[src/rtl/mem_addr_router.sv]
// mem_addr_router: registered 1-to-N router for the native valid/ready memory bus.
// Table-driven fixed-priority decode, one request register stage, a defined
// error response for unmapped addresses and an optional slave watchdog.
//
// Optional feature macro: ROUTER_TIMEOUT_EN
//   defined   -> ACCESS aborts after TIMEOUT_CYCLES cycles with a timeout error
//   undefined -> no timer; ACCESS waits for ready forever; err_type tied to 0
//
// Ports:
//   clk, rst            clock, synchronous active-high reset
//   s_mem_valid/ready   CPU-side request / one-cycle completion pulse
//   s_mem_addr/wdata    CPU-side address and write data
//   s_mem_wstrb         byte strobes, 0 = read
//   s_mem_rdata         read data, valid while s_mem_ready=1
//   m_mem_valid         one-hot request valid, one bit per slave
//   m_mem_ready         per-slave ready (only the selected bit is used)
//   m_mem_addr/wdata/wstrb  registered request fields, shared by all slaves
//   m_mem_rdata         per-slave read data, slave i at [32*i+:32]
//   err_valid           pulse with an error completion
//   err_type/err_addr   last error kind (0 miss, 1 timeout) and address

module mem_addr_router #(
    parameter int N_SLAVES = 7,
    parameter logic [N_SLAVES*32-1:0] BASE_ADDRS = {
        32'h40000000, 32'h38000000, 32'h30000000, 32'h28000000,
        32'h20000000, 32'h10000000, 32'h00000000},
    parameter logic [N_SLAVES*32-1:0] ADDR_MASKS = {
        32'hC0000000, 32'hF8000000, 32'hF8000000, 32'hF8000000,
        32'hF8000000, 32'hF0000000, 32'hF0000000},
    parameter int TIMEOUT_CYCLES = 255,
    parameter logic [31:0] ERR_RDATA = 32'hDEADBEEF
) (
    input  logic                  clk,
    input  logic                  rst,
    input  logic                  s_mem_valid,
    output logic                  s_mem_ready,
    input  logic [31:0]           s_mem_addr,
    input  logic [31:0]           s_mem_wdata,
    input  logic [3:0]            s_mem_wstrb,
    output logic [31:0]           s_mem_rdata,
    output logic [N_SLAVES-1:0]   m_mem_valid,
    input  logic [N_SLAVES-1:0]   m_mem_ready,
    output logic [31:0]           m_mem_addr,
    output logic [31:0]           m_mem_wdata,
    output logic [3:0]            m_mem_wstrb,
    input  logic [N_SLAVES*32-1:0] m_mem_rdata,
    output logic                  err_valid,
    output logic                  err_type,
    output logic [31:0]           err_addr
);

    typedef enum logic [1:0] {
        IDLE,
        ACCESS,
        RESP
    } state_t;

    state_t state;
    state_t state_nxt;

    logic [3:0]  sel;
    logic        miss;
    logic        hit_any;
    logic [3:0]  hit_idx;
    logic        acc_ready;
    logic [31:0] sel_rdata;
    logic        tmo;

`ifdef ROUTER_TIMEOUT_EN
    localparam int TW = $clog2(TIMEOUT_CYCLES + 1);

    logic [TW-1:0] timer;
    logic          timed_out;
    logic          err_type_q;

    assign tmo      = (timer == TW'(TIMEOUT_CYCLES - 1));
    assign err_type = err_type_q;
`else
    assign tmo      = 1'b0;
    assign err_type = 1'b0;
`endif

    // Descending scan so the lowest matching index is the last one written.
    always_comb begin
        hit_any = 1'b0;
        hit_idx = '0;
        for (int i = N_SLAVES - 1; i >= 0; i--) begin
            if ((s_mem_addr & ADDR_MASKS[32*i +: 32]) ==
                (BASE_ADDRS[32*i +: 32] & ADDR_MASKS[32*i +: 32])) begin
                hit_any = 1'b1;
                hit_idx = 4'(i);
            end
        end
    end

    always_comb begin
        acc_ready = 1'b0;
        sel_rdata = '0;
        for (int i = 0; i < N_SLAVES; i++) begin
            if (sel == 4'(i)) begin
                acc_ready = m_mem_ready[i];
                sel_rdata = m_mem_rdata[32*i +: 32];
            end
        end
    end

    always_comb begin
        m_mem_valid = '0;
        for (int i = 0; i < N_SLAVES; i++) begin
            m_mem_valid[i] = (state == ACCESS) && (sel == 4'(i));
        end
    end

    always_ff @(posedge clk) begin
        if (rst) begin
            state <= IDLE;
        end else begin
            state <= state_nxt;
        end
    end

    always_comb begin
        state_nxt = state;
        unique case (state)
            IDLE: begin
                if (s_mem_valid) begin
                    state_nxt = hit_any ? ACCESS : RESP;
                end
            end
            ACCESS: begin
                if (acc_ready || tmo) begin
                    state_nxt = RESP;
                end
            end
            RESP: begin
                state_nxt = IDLE;
            end
            default: begin
                state_nxt = IDLE;
            end
        endcase
    end

    assign s_mem_ready = (state == RESP);

`ifdef ROUTER_TIMEOUT_EN
    assign err_valid = (state == RESP) && (miss || timed_out);
`else
    assign err_valid = (state == RESP) && miss;
`endif

    always_ff @(posedge clk) begin
        if (rst) begin
            m_mem_addr  <= '0;
            m_mem_wdata <= '0;
            m_mem_wstrb <= '0;
            s_mem_rdata <= '0;
            sel         <= '0;
            miss        <= 1'b0;
            err_addr    <= '0;
`ifdef ROUTER_TIMEOUT_EN
            timer       <= '0;
            timed_out   <= 1'b0;
            err_type_q  <= 1'b0;
`endif
        end else begin
            unique case (state)
                IDLE: begin
                    if (s_mem_valid) begin
                        m_mem_addr  <= s_mem_addr;
                        m_mem_wdata <= s_mem_wdata;
                        m_mem_wstrb <= s_mem_wstrb;
                        sel         <= hit_idx;
                        miss        <= ~hit_any;
`ifdef ROUTER_TIMEOUT_EN
                        timer       <= '0;
                        timed_out   <= 1'b0;
`endif
                        // Error fields update on entry to RESP so they are
                        // visible together with err_valid.
                        if (!hit_any) begin
                            s_mem_rdata <= ERR_RDATA;
                            err_addr    <= s_mem_addr;
`ifdef ROUTER_TIMEOUT_EN
                            err_type_q  <= 1'b0;
`endif
                        end
                    end
                end
                ACCESS: begin
`ifdef ROUTER_TIMEOUT_EN
                    timer <= timer + 1'b1;
`endif
                    if (acc_ready) begin
                        s_mem_rdata <= sel_rdata;
                    end else if (tmo) begin
                        s_mem_rdata <= ERR_RDATA;
                        err_addr    <= m_mem_addr;
`ifdef ROUTER_TIMEOUT_EN
                        timed_out   <= 1'b1;
                        err_type_q  <= 1'b1;
`endif
                    end
                end
                RESP: begin
                end
                default: begin
                end
            endcase
        end
    end

endmodule
[config.mk]
export PLATFORM = sky130hd
export DESIGN_NAME = mem_addr_router
export DESIGN_NICKNAME = d
export VERILOG_FILES = /design/src/rtl/mem_addr_router.sv
export SDC_FILE = /design/constraint.sdc
export NUM_CORES = 1
export LEC_CHECK = 0
export ABC_AREA = 0
export CAP_MARGIN = 20
export CELL_PAD_IN_SITES_DETAIL_PLACEMENT = 1
export CELL_PAD_IN_SITES_GLOBAL_PLACEMENT = 2
export CORE_MARGIN = 4
export CORE_UTILIZATION = 20
export CTS_CLUSTER_SIZE = 25
export DETAILED_ROUTE_END_ITERATION = 7
export GPL_TIMING_DRIVEN = 0
export PLACE_DENSITY = 0.88
export SETUP_SLACK_MARGIN = 0.02
export SYNTH_ARGS = -nofsm -noshare
export SYNTH_HDL_FRONTEND = slang
export SYNTH_SLANG_ARGS = --single-unit
[constraint.sdc]
create_clock -name clk -period 5.1 [get_ports clk]
set_input_delay 0.765 -clock clk [delete_from_list [all_inputs] [get_ports clk]]
set_output_delay 0.765 -clock clk [all_outputs]
set_load 0.01 [all_outputs]
==> reports/qor.csv <==
metric,value,unit
clk_pin_slew,0.06,ns
drc_errors,0,
postRouteWirelength,41300,µm
hold_start,m_mem_wdata[5],
finalHoldViolations,0,
initial_core_util,20.4,%
p_switching,0.939,mW
die-area,0.0375,mm²
max_stage_delay,0.58,ns
timing.final.ws_setup,1.09,ns
synthDistinctLibCells,40,
synth.avg_cell_area,7.95,µm²
outcome,finished clean,
endpoint_kind,primary output,
crit_cells,6,
drt_iter0_drc,284,
path_max_fanout,10,
critical_path_class,reg -> out,
p_seq_share,36.0,%
antenna_found_initial,11,
synth_top_area_share,40.1,%
r2r_end,s_mem_rdata[16],
fp.coreArea,0.0338,mm²
hpwl,33800,µm
postSynthCellCount,867,
gp_congestion,0.910,
chipWidth,194,µm
fin_cells,1798,
cts_buffers,17,
first_global_vias,9247,
portBuffers,441,
htree_levels,4,
ys_seq_area_share,40.1,%
layout-drive-gt1-share,6.87,%
grt_setup_unrepaired,false,
holdPathStages,2,
fin_crit_sh,78.7,%
synth_top_cell_by_area,dfxtp_1,
area_delta_synth_final,81.1,%
crit_top_cell,clkbuf_1,
dp.cells,1756,
synth_seq_cells,138,
grt_pass1_wl,60700,µm
crit_required,4.34,ns
rr_startpoint,sel[1],
grt_usage,21.2,%
power_density,266,mW/mm²
crit_family,buffers and inverters,
tns,0,ns
cts_tree,built,
drt_first_pass_iters,4,
switching_share,28.3,%
crit_chain,clkbuf_1 > clkbuf_1 > nand2_1 > clkbuf_1 > nor2_1 > clkdlybuf4s50_1,
root_buffer,clkbuf_16,
grt-ovfl-total,0,
cts_hold_buf,0,
ios,444,
grt_max_degree,17,
finClkSkew,0.0108,ns
final_max_slew_viol_count,0,
leakage,4.32,nW
drv_cap,0,
p_int,2.38,mW
tightestPinTransition,0.972,ns
ir_drop,0.242,mV
ff2ff_path_depth,7,
cts_buffer_depth,2,
postCtsSetupBuffers,0,
pwr-share-comb,26.4,%
cts_resized,0,
synth_area,0.00689,mm²
path_buf_inv,4,
drtAntennaViolNets,0,
p_clk_share,37.5,%
clk_latency,0.43,ns
nets,1629,
via_per_inst,4.70,
whs_endpoint,m_mem_wdata[5],
wire_per_inst,23.0,µm
vias,8454,
dpl_worst_slack,1.53,ns
max-slew-margin-rel,34.7,%
crit_arrival,3.25,ns
r2r_slack,2.13,ns
crit_slowest_cell,clkbuf_1,
max_freq,249,MHz
yosysWarnings,0,
yosys-top-cells-area,"dfxtp_1, nand2_1, a21oi_1, clkbuf_1, mux2_2",
critPathLaunchType,flop,
row_count,67,
fin_crit,4.01,ns
synthesis.nets,1169,
cts.sinks,138,
setup_viol,0,
worstHoldPathType,reg -> reg,
fp.dieH,194,µm
how the worst max path moves through the flow:
stage,endpoint,slack (ns),start
after detailed placement,m_mem_valid[6],1.53,sel[1]
after global placement,m_mem_valid[6],1.52,sel[1]
final,m_mem_valid[6],1.09,sel[1]
after floorplan,m_mem_valid[6],2.80,sel[1]
after global routing,m_mem_valid[6],0.90,sel[1]
after CTS,m_mem_valid[6],1.06,sel[1]
through the flow:
step,area (µm²),util [%],hold WS (ns),power [mW]
after floorplan,6890,-,0.432,1.56
after global placement,11900,35.1,0.440,2.09
after detailed placement,11900,35.1,0.450,2.10
after CTS,12500,36.9,0.458,3.37
after global routing,12500,36.9,0.479,3.49
final,12500,36.9,0.455,3.32
synth_stat cells:
cell and number:
nand2_1 215, a21oi_1 161, dfxtp_1 138, clkbuf_1 70
o21ai_0 34, o221ai_1 24, a22oi_1 20, mux2_2 20
nor2b_1 19, nor2_1 18, a211oi_2 13, a21o_1 13
mux2i_1 13, a221oi_1 12, nand3b_1 12, o22ai_1 12
a311oi_2 8, mux4_2 8, nand3_1 8, buf_2 6
buf_1 5, nor3_1 5, a311oi_1 4, and2_1 4
nand2b_1 4, buf_6 3, nor4_1 3, buf_4 2
inv_1 2, a211o_1 1, a311o_1 1, and3_1 1
and3b_1 1, clkinv_1 1, conb_1 1, inv_2 1
nand4b_1 1, nor3b_1 1, o32ai_1 1, or3_1 1
per-layer routing:
metal | track usage [%] | share of wire [%] | wire length, µm
met5 | 0 | 0 | 0
met4 | 8.34 | 2.5 | 1020
met3 | 7.98 | 8.4 | 3450
met2 | 38.1 | 51 | 21200
met1 | 22.6 | 38 | 15600
worst register-to-register path, delay by kind of cell (launching register included):
family	cells	cell delay, ns
AOI/OAI and AO/OA	4	0.85
buffers and inverters	3	1.56
DFF	1	0.48
flip-flops by register name (all words and copies together), names as in the netlist:
name	cells
err_addr	32
m_mem_addr	32
m_mem_wdata	32
m_mem_wstrb	4
miss	1
s_mem_rdata	32
sel	3
state	2
logic make-up (layout without fill, tap and decap cells):
| group | Yosys count | in the layout | synth area share (%) |
|---|---|---|---|
| other | 1 | 12 | 0.0544 |
| AND/OR/NAND/NOR | 293 | 293 | 18.2 |
| flip-flops | 138 | 138 | 40.1 |
| multiplexers | 41 | 41 | 7.77 |
| buffers and inverters | 90 | 562 | 5.45 |
| AO/OA/AOI/OAI | 304 | 304 | 28.4 |
power by group through the flow:
| stage | clock network, mW | logic (mW) | registers, mW |
|---|---|---|---|
| after detailed placement | 0 | 0.883 | 1.22 |
| after floorplan | 0 | 0.309 | 1.25 |
| after global placement | 0 | 0.871 | 1.22 |
| after CTS | 1.29 | 0.889 | 1.20 |
| after global routing | 1.33 | 0.948 | 1.21 |
| final | 1.25 | 0.878 | 1.20 |
area by class of cell:
| cell class | count | area (µm²) |
|---|---|---|
| tap | 448 | 561 |
| multi-input combinational | 639 | 3750 |
| buffer | 86 | 360 |
| clock buffer | 20 | 467 |
| sequential | 138 | 2760 |
| antenna | 11 | 27.5 |
| clock inverter | 11 | 120 |
| inverter | 4 | 15.0 |
| fill | 4001 | 21300 |
| timing repair buffer | 441 | 4410 |
placed cells by master (no fill, tap or decap), types with 2 or more instances in the layout:
cell type        netlist  routed
a211oi_2              13      13
a21o_1                13      13
a21oi_1              161     161
a221oi_1              12      12
a22oi_1               20      20
a311oi_1               4       4
a311oi_2               8       8
and2_1                 4       4
buf_1                  5       5
buf_2                  6       6
buf_4                  2       2
buf_6                  3       3
bufinv_16              0       2
clkbuf_1              70      70
clkbuf_16              0      17
clkbuf_8               0       3
clkdlybuf4s50_1        0     441
clkinv_2               0       4
clkinvlp_4             0       3
dfxtp_1              138     138
diode_2                0      11
inv_1                  2       2
mux2_2                20      20
mux2i_1               13      13
mux4_2                 8       8
nand2_1              215     215
nand2b_1               4       4
nand3_1                8       8
nand3b_1              12      12
nor2_1                18      18
nor2b_1               19      19
nor3_1                 5       5
nor4_1                 3       3
o21ai_0               34      34
o221ai_1              24      24
o22ai_1               12      12
No activity file was read; power rests on OpenSTA's default activity.
